**config.mk**
```make
export PLATFORM = sky130hd
export DESIGN_NAME = transport_timer_ctrl
export DESIGN_NICKNAME = d
export VERILOG_FILES = /design/src/rtl/transport_timer_ctrl.sv
export SDC_FILE = /design/constraint.sdc
export NUM_CORES = 1
export LEC_CHECK = 0
export CAP_MARGIN = 20
export CORE_ASPECT_RATIO = 0.5
export CORE_MARGIN = 1
export CORE_UTILIZATION = 30
export DETAILED_ROUTE_END_ITERATION = 8
export PLACE_DENSITY = 0.54
export SLEW_MARGIN = 5
export SYNTH_ARGS = -nofsm -noshare
export SYNTH_HDL_FRONTEND = slang
export SYNTH_SLANG_ARGS = --single-unit
```
**constraint.sdc**
```tcl
create_clock -name clk_clk -period 6.99 [get_ports clk_clk]
set_input_delay 1.7475 -clock clk_clk [delete_from_list [all_inputs] [get_ports clk_clk]]
set_output_delay 1.7475 -clock clk_clk [all_outputs]
set_load 0.1 [all_outputs]
```
**src/rtl/transport_timer_ctrl.sv**
```systemverilog
// transport_timer_ctrl: playback transport for the audio player.
// Debounces pause/next/prev keys, runs the PAUSED/PLAYING machine, selects the
// current track, counts elapsed play time as MM:SS and drives four 7-seg digits.
// Optional feature: define REPEAT_ALL_EN so that track_end on the last track
// wraps to track 0 and keeps playing; without it the wrap drops back to PAUSED.
module transport_timer_ctrl #(
  parameter int CLK_HZ       = 50_000_000,
  parameter int NUM_TRACKS   = 8,
  parameter int DEBOUNCE_CYC = 500_000,
  parameter int PREV_RESTART = 3,
  parameter bit SEG_ACT_LOW  = 1'b1,
  localparam int TW = $clog2(NUM_TRACKS)
) (
  input  logic          clk_clk,
  input  logic          reset_reset,
  input  logic          pausa_sw,
  input  logic          siguiente_sw,
  input  logic          anterior_sw,
  input  logic          track_end,
  output logic [TW-1:0] track_idx,
  output logic          playing,
  output logic          restart,
  output logic [6:0]    seg1_export,
  output logic [6:0]    seg2_export,
  output logic [6:0]    min1_export,
  output logic [6:0]    min2_export
);

  localparam int PW = (CLK_HZ > 1) ? $clog2(CLK_HZ) : 1;
  localparam int DW = (DEBOUNCE_CYC > 1) ? $clog2(DEBOUNCE_CYC) : 1;
  localparam logic [TW-1:0] LAST = TW'(NUM_TRACKS - 1);
  localparam int K_NEXT  = 0;
  localparam int K_PREV  = 1;
  localparam int K_PAUSE = 2;

  typedef enum logic {PAUSED = 1'b0, PLAYING = 1'b1} state_t;

  // Time is held as four BCD digits {m2, m1, s2, s1}; 99:59 is the ceiling.
  function automatic logic [15:0] time_inc(input logic [15:0] t);
    logic [15:0] n;
    n = t;
    if (t != 16'h9959) begin
      if (t[3:0] != 4'd9) n[3:0] = t[3:0] + 4'd1;
      else begin
        n[3:0] = 4'd0;
        if (t[7:4] != 4'd5) n[7:4] = t[7:4] + 4'd1;
        else begin
          n[7:4] = 4'd0;
          if (t[11:8] != 4'd9) n[11:8] = t[11:8] + 4'd1;
          else begin
            n[11:8]  = 4'd0;
            n[15:12] = t[15:12] + 4'd1;
          end
        end
      end
    end
    return n;
  endfunction

  // Segment pattern, bit0 = a .. bit6 = g, polarity per SEG_ACT_LOW.
  function automatic logic [6:0] seg7(input logic [3:0] d);
    logic [6:0] p;
    case (d)
      4'd0:    p = 7'h3F;
      4'd1:    p = 7'h06;
      4'd2:    p = 7'h5B;
      4'd3:    p = 7'h4F;
      4'd4:    p = 7'h66;
      4'd5:    p = 7'h6D;
      4'd6:    p = 7'h7D;
      4'd7:    p = 7'h07;
      4'd8:    p = 7'h7F;
      4'd9:    p = 7'h6F;
      default: p = 7'h00;
    endcase
    return SEG_ACT_LOW ? ~p : p;
  endfunction

  logic [2:0]    keys_raw;
  logic [2:0]    sync1_q, sync2_q, deb_q, evt_q;
  logic [DW-1:0] db_cnt_q [3];

  assign keys_raw = {pausa_sw, anterior_sw, siguiente_sw};

  // Key synchronisers and debouncers; a 1-cycle event marks each accepted press.
  always_ff @(posedge clk_clk or posedge reset_reset) begin
    if (reset_reset) begin
      sync1_q <= '0;
      sync2_q <= '0;
      deb_q   <= '0;
      evt_q   <= '0;
      for (int k = 0; k < 3; k++) db_cnt_q[k] <= '0;
    end else begin
      sync1_q <= keys_raw;
      sync2_q <= sync1_q;
      for (int k = 0; k < 3; k++) begin
        evt_q[k] <= 1'b0;
        if (sync2_q[k] != deb_q[k]) begin
          if (db_cnt_q[k] == DW'(DEBOUNCE_CYC - 1)) begin
            deb_q[k]    <= sync2_q[k];
            db_cnt_q[k] <= '0;
            evt_q[k]    <= sync2_q[k];
          end else begin
            db_cnt_q[k] <= db_cnt_q[k] + DW'(1);
          end
        end else begin
          db_cnt_q[k] <= '0;
        end
      end
    end
  end

  state_t        state_q, state_d;
  logic [TW-1:0] idx_q, idx_d;
  logic [PW-1:0] presc_q, presc_d;
  logic [15:0]   tm_q, tm_d;
  logic          restart_q, restart_d;
  logic          tick, clear, past_restart;

  assign tick = (state_q == PLAYING) && (presc_q == PW'(CLK_HZ - 1));
  assign past_restart = (int'(tm_q[15:12]) * 600 + int'(tm_q[11:8]) * 60 +
                         int'(tm_q[7:4]) * 10 + int'(tm_q[3:0])) >= PREV_RESTART;

  // Next-state: key/track_end priority, track selection and the play timer.
  always_comb begin
    state_d   = state_q;
    idx_d     = idx_q;
    presc_d   = presc_q;
    tm_d      = tm_q;
    restart_d = 1'b0;
    clear     = 1'b0;
    if (evt_q[K_NEXT]) begin
      idx_d = (idx_q == LAST) ? TW'(0) : idx_q + TW'(1);
      clear = 1'b1;
    end else if (evt_q[K_PREV]) begin
      if (!past_restart) idx_d = (idx_q == TW'(0)) ? LAST : idx_q - TW'(1);
      clear = 1'b1;
    end else if (track_end && (state_q == PLAYING)) begin
      if (idx_q == LAST) begin
        idx_d = TW'(0);
`ifdef REPEAT_ALL_EN
        state_d = PLAYING;
`else
        state_d = PAUSED;
`endif
      end else begin
        idx_d = idx_q + TW'(1);
      end
      clear = 1'b1;
    end else begin
      if (evt_q[K_PAUSE]) state_d = (state_q == PLAYING) ? PAUSED : PLAYING;
      if (state_q == PLAYING) begin
        if (tick) begin
          presc_d = '0;
          tm_d    = time_inc(tm_q);
        end else begin
          presc_d = presc_q + PW'(1);
        end
      end
    end
    if (clear) begin
      presc_d   = '0;
      tm_d      = '0;
      restart_d = 1'b1;
    end
  end

  // Transport state, track index, prescaler and elapsed time registers.
  always_ff @(posedge clk_clk or posedge reset_reset) begin
    if (reset_reset) begin
      state_q   <= PAUSED;
      idx_q     <= '0;
      presc_q   <= '0;
      tm_q      <= '0;
      restart_q <= 1'b0;
    end else begin
      state_q   <= state_d;
      idx_q     <= idx_d;
      presc_q   <= presc_d;
      tm_q      <= tm_d;
      restart_q <= restart_d;
    end
  end

  logic [6:0] seg1_q, seg2_q, min1_q, min2_q;

  // Registered 7-seg decode of the current time digits.
  always_ff @(posedge clk_clk or posedge reset_reset) begin
    if (reset_reset) begin
      seg1_q <= seg7(4'd0);
      seg2_q <= seg7(4'd0);
      min1_q <= seg7(4'd0);
      min2_q <= seg7(4'd0);
    end else begin
      seg1_q <= seg7(tm_q[3:0]);
      seg2_q <= seg7(tm_q[7:4]);
      min1_q <= seg7(tm_q[11:8]);
      min2_q <= seg7(tm_q[15:12]);
    end
  end

  assign track_idx   = idx_q;
  assign playing     = (state_q == PLAYING);
  assign restart     = restart_q;
  assign seg1_export = seg1_q;
  assign seg2_export = seg2_q;
  assign min1_export = min1_q;
  assign min2_export = min2_q;

endmodule

```
Yosys cells after proc, flatten, opt, wreduce, memory -nomap -nowiden
Memories as Yosys holds them, arrays and structs flattened.
Index checks and enable logic that the tools add are counted.
{"block": "totals", "romBits": 448, "regBits": 144, "n_memories": 4}
{"memory": "(no name shown)", "depth": 16, "word_bits": 7, "read_ports": 1, "rd_clocked_by_memory_dff": 0, "write_ports": 0, "line_no": "63", "rtl": "case (d)"}
{"memory": "(no name shown)", "depth": 16, "word_bits": 7, "read_ports": 1, "rd_clocked_by_memory_dff": 0, "write_ports": 0, "line_no": "63"}
{"memory": "(no name shown)", "depth": 16, "word_bits": 7, "read_ports": 1, "rd_clocked_by_memory_dff": 0, "write_ports": 0, "line_no": "63"}
{"memory": "(no name shown)", "depth": 16, "word_bits": 7, "read_ports": 1, "rd_clocked_by_memory_dff": 0, "write_ports": 0, "line_no": "63"}
{"block": "op_classes", "eq_ne": 20, "bitwise_logic": 6, "n_lt_le_gt_ge": 1, "multipliers": 3, "muxes": 45, "reduce_logical": 18, "add_sub_neg": 13}
{"cell": "$mux 26", "n": 6}
{"cell": "$mux 19", "n": 6}
{"cell": "$mux 16", "n": 7}
{"cell": "$add 19x1->19 const B", "n": 3}
{"cell": "$eq 19x19->1 const B", "n": 3}
{"cell": "$not 7->7", "n": 4}
{"cell": "$add 26x1->26 const B", "n": 1}
{"cell": "$eq 26x26->1 const B", "n": 1}
{"cell": "$mux 3", "n": 6}
{"cell": "$add 16x4->17", "n": 1}
{"cell": "$ge 17x2->1 const B", "n": 1}
{"cell": "$add 15x8->16", "n": 1}
{"cell": "$add 4x1->4 const B", "n": 4}
{"cell": "$mux 4", "n": 4}
{"cell": "$ne 16x16->1 const B", "n": 1}
{"cell": "$add 14x10->15", "n": 1}
{"cell": "$mux 1", "n": 14}
{"cell": "$mux 12", "n": 1}
{"cell": "$mul 4x7->11 const B", "n": 1}
{"cell": "$ne 2x2->1 const B", "n": 5}
{"cell": "$reduce_and 9->1", "n": 1}
{"cell": "$mul 4x4->8 const B", "n": 1}
{"cell": "$mux 8", "n": 1}
{"cell": "$ne 4x4->1 const B", "n": 2}
{"cell": "other kinds (18)", "n": 30}

Logic depth before layout (Yosys ltp)
{"block": "logic_depth", "word_depth": 11, "mapped_depth": 20}

Least setup slack after synthesis
Ideal clock, no wire load.
{"block": "synth_path", "kind": "register to register", "from": "reg tm_q[10]", "to": "reg idx_q[0] (netlist: track_idx[0])", "t_required_ns": 6.901, "synth_period_minus_slack_ns": 4.825, "setup_time_ns": 0.089, "arrival_ns": 4.736, "path_stages_with_launch": 19, "slack_ns": 2.165, "path_cell_list": "dfrtp_1 fa_1 inv_1 fa_1 inv_1 ha_1 a21o_1 a21oi_1 xnor2_1 fa_1 ha_1 ha_1 nand3_1 a211oi_1 a2111o_1 o31ai_2 nand4_4 or3b_1 a32oi_1"}
{"block": "synth_between", "elab_chain_len": 7}
{"item": "start, declared", "line_no": "116", "rtl": "logic [15:0] tm_q, tm_d;"}
{"item": "start signal, assigned", "line_no": "180", "rtl": "tm_q <= tm_d;"}
{"item": "$mul 4x4->8", "line_no": "121", "rtl": "assign past_restart = (int'(tm_q[15:12]) * 600 + int'(tm_q[11:8]) * 60 +"}
{"item": "$add 14x10->15", "line_no": "121"}
{"item": "$add 15x8->16", "line_no": "121"}
{"item": "$add 16x4->17", "line_no": "122", "rtl": "int'(tm_q[7:4]) * 10 + int'(tm_q[3:0])) >= PREV_RESTART;"}
{"item": "$ge 17x2->1", "line_no": "122"}
{"item": "$ne 3x3->1 (no line)"}
{"item": "$reduce_and 2->1 (no line)"}
{"item": "end signal, assigned", "line_no": "178", "rtl": "idx_q <= idx_d;"}
{"item": "end, declared", "line_no": "114", "rtl": "logic [TW-1:0] idx_q, idx_d;"}
Every way passes these cells.
A chain may end at the register's enable or synchronous reset.

Worst setup path in the final report
Same ends and word-level chain as after synthesis.

==> summary.md <==
| Metric | Value |
|---|---|
| Run status | finished clean |
| Startpoint-to-endpoint class of the critical path | flip-flop to flip-flop |
| Buffers on Ports | 38 |
| Worst clock skew | 0.0102 ns |
| Final number of max-transition violations | 0 |
| YS warnings | 0 |
| F_max | 193 MHz |
| Flop2flop setup slack | 1.80 ns |
| Most used cells in the layout excluding fill and tap cells | 140 x dfrtp_1, 125 x nor2_1, 75 x ha_1, 64 x nand2_1, 48 x xor2_1 |
| # hold bufs at CTS | 0 |
| Top fanout value on the critical path | 13 |
| Worst Hold Depth | 0 |
| Source of the critical timing path | tm_q[10] |
| Height of the die | 120 um |
| Slew HR | 0.335 |
| Maximum number of pins on one net before global-route repair | 99 |
| Count of cells resized by post-cts repair | 0 |
| Number of levels in the clock H-tree | 4 |
| Total congestion overflow | 0 |
| Peak supply drop | 0.147 mV |
| Count of final hold-check violations | 0 |
| Vias in the first global route | 6,040 |
| Destination of the worst register-to-register timing path | track_idx[0] |
| Clock Tree Root | clkbuf_16 |
| Initial antenna violation count | 0 |
| Number of setup buffers added after CTS | 0 |
| P&R area growth vs syn | 16.7% |
| Crit path DAT | 5.54 ns |
| Clock tree from TritonCTS | done |
| Post-synthesis sequential area ratio | 0.429 |
| Diode count | 0 |
| Synthesized netlist cell count | 853 |
| Initial core utilization | 0.312 |
| R2r worst-path depth | 18 |
| Iteration-0 DRC Markers | 293 |
| EDFF count, synth | 0 |
| Iteration count of the initial detailed-routing pass | 4 |
| Proportion of register bits with asynchronous set or reset after synthesis | 1.00 |
| Most common cell after layout, fill and taps aside | dfrtp_1 |
| Startpoint type of the worst setup path | flip-flop |
| Number of core rows | 42 |
| Ys flop type | dfrtp_1 |
| Cell area after synthesis | 8410 um^2 |
| Class of the tightest hold or removal check | flip-flop to flip-flop |
| End point of the most critical hold path | sync2_q[2] |
| Vias per cell | 4.66 |
| End-of-flow core utilization | 0.364 |
| Wire length reported by the detailed router | 16,700 um |
| Num ports | 39 |
| Crit. End Element | flip-flop |
| Required time worst endpoint | 7.34 ns |
| Net count of the mapped netlist | 949 |
| Die area | 28,700 um^2 |
| Transition time at the pin with the least slew margin | 0.994 ns |
| Clock latency reported for the late side of the worst-skew pair | 0.43 ns |
| Number of register bits inferred by synthesis | 144 |
| Power density cells | 187 nW/um^2 |
| Min Clock Period, post-route | 5.19 ns |
| Startpoint of the most critical hold path | sync1_q[2] |
| Total of endpoints with negative setup slack in the final report | 0 |
| Final-layout worst hold slack | 0.349 ns |
| Max clock buf depth | 2 |
| Final total negative setup slack | 0 ns |
| Routability congestion estimate | 0.860 |
| Via count | 5,972 |
| Unrepaired setup endpoints after global routing | false |
| Number of nets at the end of the flow | 991 |
| Number of design rule violations left after detail routing | 0 |
| Average wire length per cell after detail routing | 13.0 um |
| GRT Util Overall | 0.127 |
| Worst-path clk slew | 0.07 ns |
| Reg2reg start | tm_q[10] |
| Wire length of the first global-routing pass | 29,100 um |
| Number of clock sinks seen by CTS | 144 |
| HPWL after detailed placement | 12,100 um |
| Unique masters post-synth | 71 |
| Part of the cycle the worst path needs | 0.742 |
| Number of filler cells placed in the layout | 2,668 |
| Leak pwr | 4.56 nW |
| Avg Cell Area, Syn | 9.86 um^2 |
| Fraction of final layout cells with drive strength greater than 1 | 0.0727 |
| Horizontal extent of the die | 239 um |
| Core footprint | 27,000 um^2 |
| Post-route ant nets | 0 |
| CTS buffer count | 17 |
| Count of max-cap constraint violations | 0 |
[layer usage]
metal / wire [um] / vias up / track usage / share of wire
li1: - / 2997 / - / -
met1: 8000 / 2889 / 0.162 / 0.48
met2: 8080 / 67 / 0.212 / 0.48
met3: 454 / 19 / 0.0306 / 0.027
met4: 199 / 0 / 0.0389 / 0.012
met5: 0 / - / 0 / 0
[cells in the mapped netlist (15+ instances only)]
| cell | count | area share |
|---|---|---|
| inv_1 | 46 | 0.021 |
| xnor2_1 | 42 | 0.044 |
| dfrtp_1 | 140 | 0.42 |
| xor2_1 | 48 | 0.050 |
| nand4_1 | 22 | 0.016 |
| nor2_1 | 125 | 0.056 |
| nand2_1 | 64 | 0.029 |
| fa_1 | 15 | 0.036 |
| ha_1 | 75 | 0.11 |
| a21oi_1 | 35 | 0.021 |
| o21ai_0 | 31 | 0.018 |
| nand3_1 | 41 | 0.024 |
[power breakdown]
group	total [mW]	switching (mW)	internal, mW
Sequential	0.845	0.00517	0.840
Clock	0.959	0.373	0.586
Combinational	0.0333	0.0253	0.00802
[cell families after synthesis]
family / share of synthesized area
xor+xnor: 0.0937
simple gates: 0.207
compound gates: 0.0830
mux: 0.0101
buf+inv: 0.0299
flops: 0.429
fa+ha+maj: 0.147
[per-stage QoR]
step	cell area, um^2	instances	power [mW]	worst slack (ns)
after floorplan	8410	853	0.883	1.38
after global placement	9200	1250	0.895	1.92
after detailed placement	9200	1250	0.896	1.77
after CTS	9820	1282	1.87	1.80
after global routing	9820	1282	1.91	1.52
final	9820	1282	1.84	1.80
[critical path, stage by stage, from the launching register on]
cell and delay [ns]:
dfrtp_1 0.55, fa_1 0.59, inv_1 0.06, fa_1 0.48
inv_1 0.06, ha_1 0.26, a21o_1 0.15, a21oi_1 0.22
xnor2_1 0.19, fa_1 0.47, ha_1 0.30, ha_1 0.41
nand3_1 0.15, a21oi_1 0.16, nand4_1 0.12, o31ai_2 0.26
nand4_4 0.17, or3b_1 0.38, a32oi_1 0.14
[final cells by class]
| class | count | area (um^2) | area share |
|---|---|---|---|
| Timing Repair Buffer | 40 | 395 | 0.0403 |
| Tap cell | 374 | 468 | 0.0477 |
| Clock buffer | 21 | 460 | 0.0469 |
| Sequential cell | 144 | 3610 | 0.368 |
| Multi-Input combinational cell | 646 | 4550 | 0.464 |
| Clock inverter | 11 | 155 | 0.0158 |
| Inverter | 46 | 178 | 0.0181 |
[worst max-delay path by stage]
| stage | cells after the start | endpoint |
|---|---|---|
| 5_1_grt | 18 | track_idx[0] |
| 2_1_floorplan | 1 | db_cnt_q[0] |
| 4_1_cts | 18 | track_idx[0] |
| 3_3_place_gp | 18 | track_idx[0] |
| 6_report | 18 | track_idx[0] |
| 3_5_place_dp | 18 | track_idx[0] |
[sequential cells by signal (all words and copies together), names as in the netlist, 3 cells and up]
register / count
db_cnt_q: 57
deb_q: 3
evt_q: 3
min1_export: 7
min2_export: 7
presc_q: 26
seg1_export: 7
seg2_export: 7
sync1_q: 3
sync2_q: 3
tm_q: 16
track_idx: 3
No activity file was read; power rests on OpenSTA's default activity.
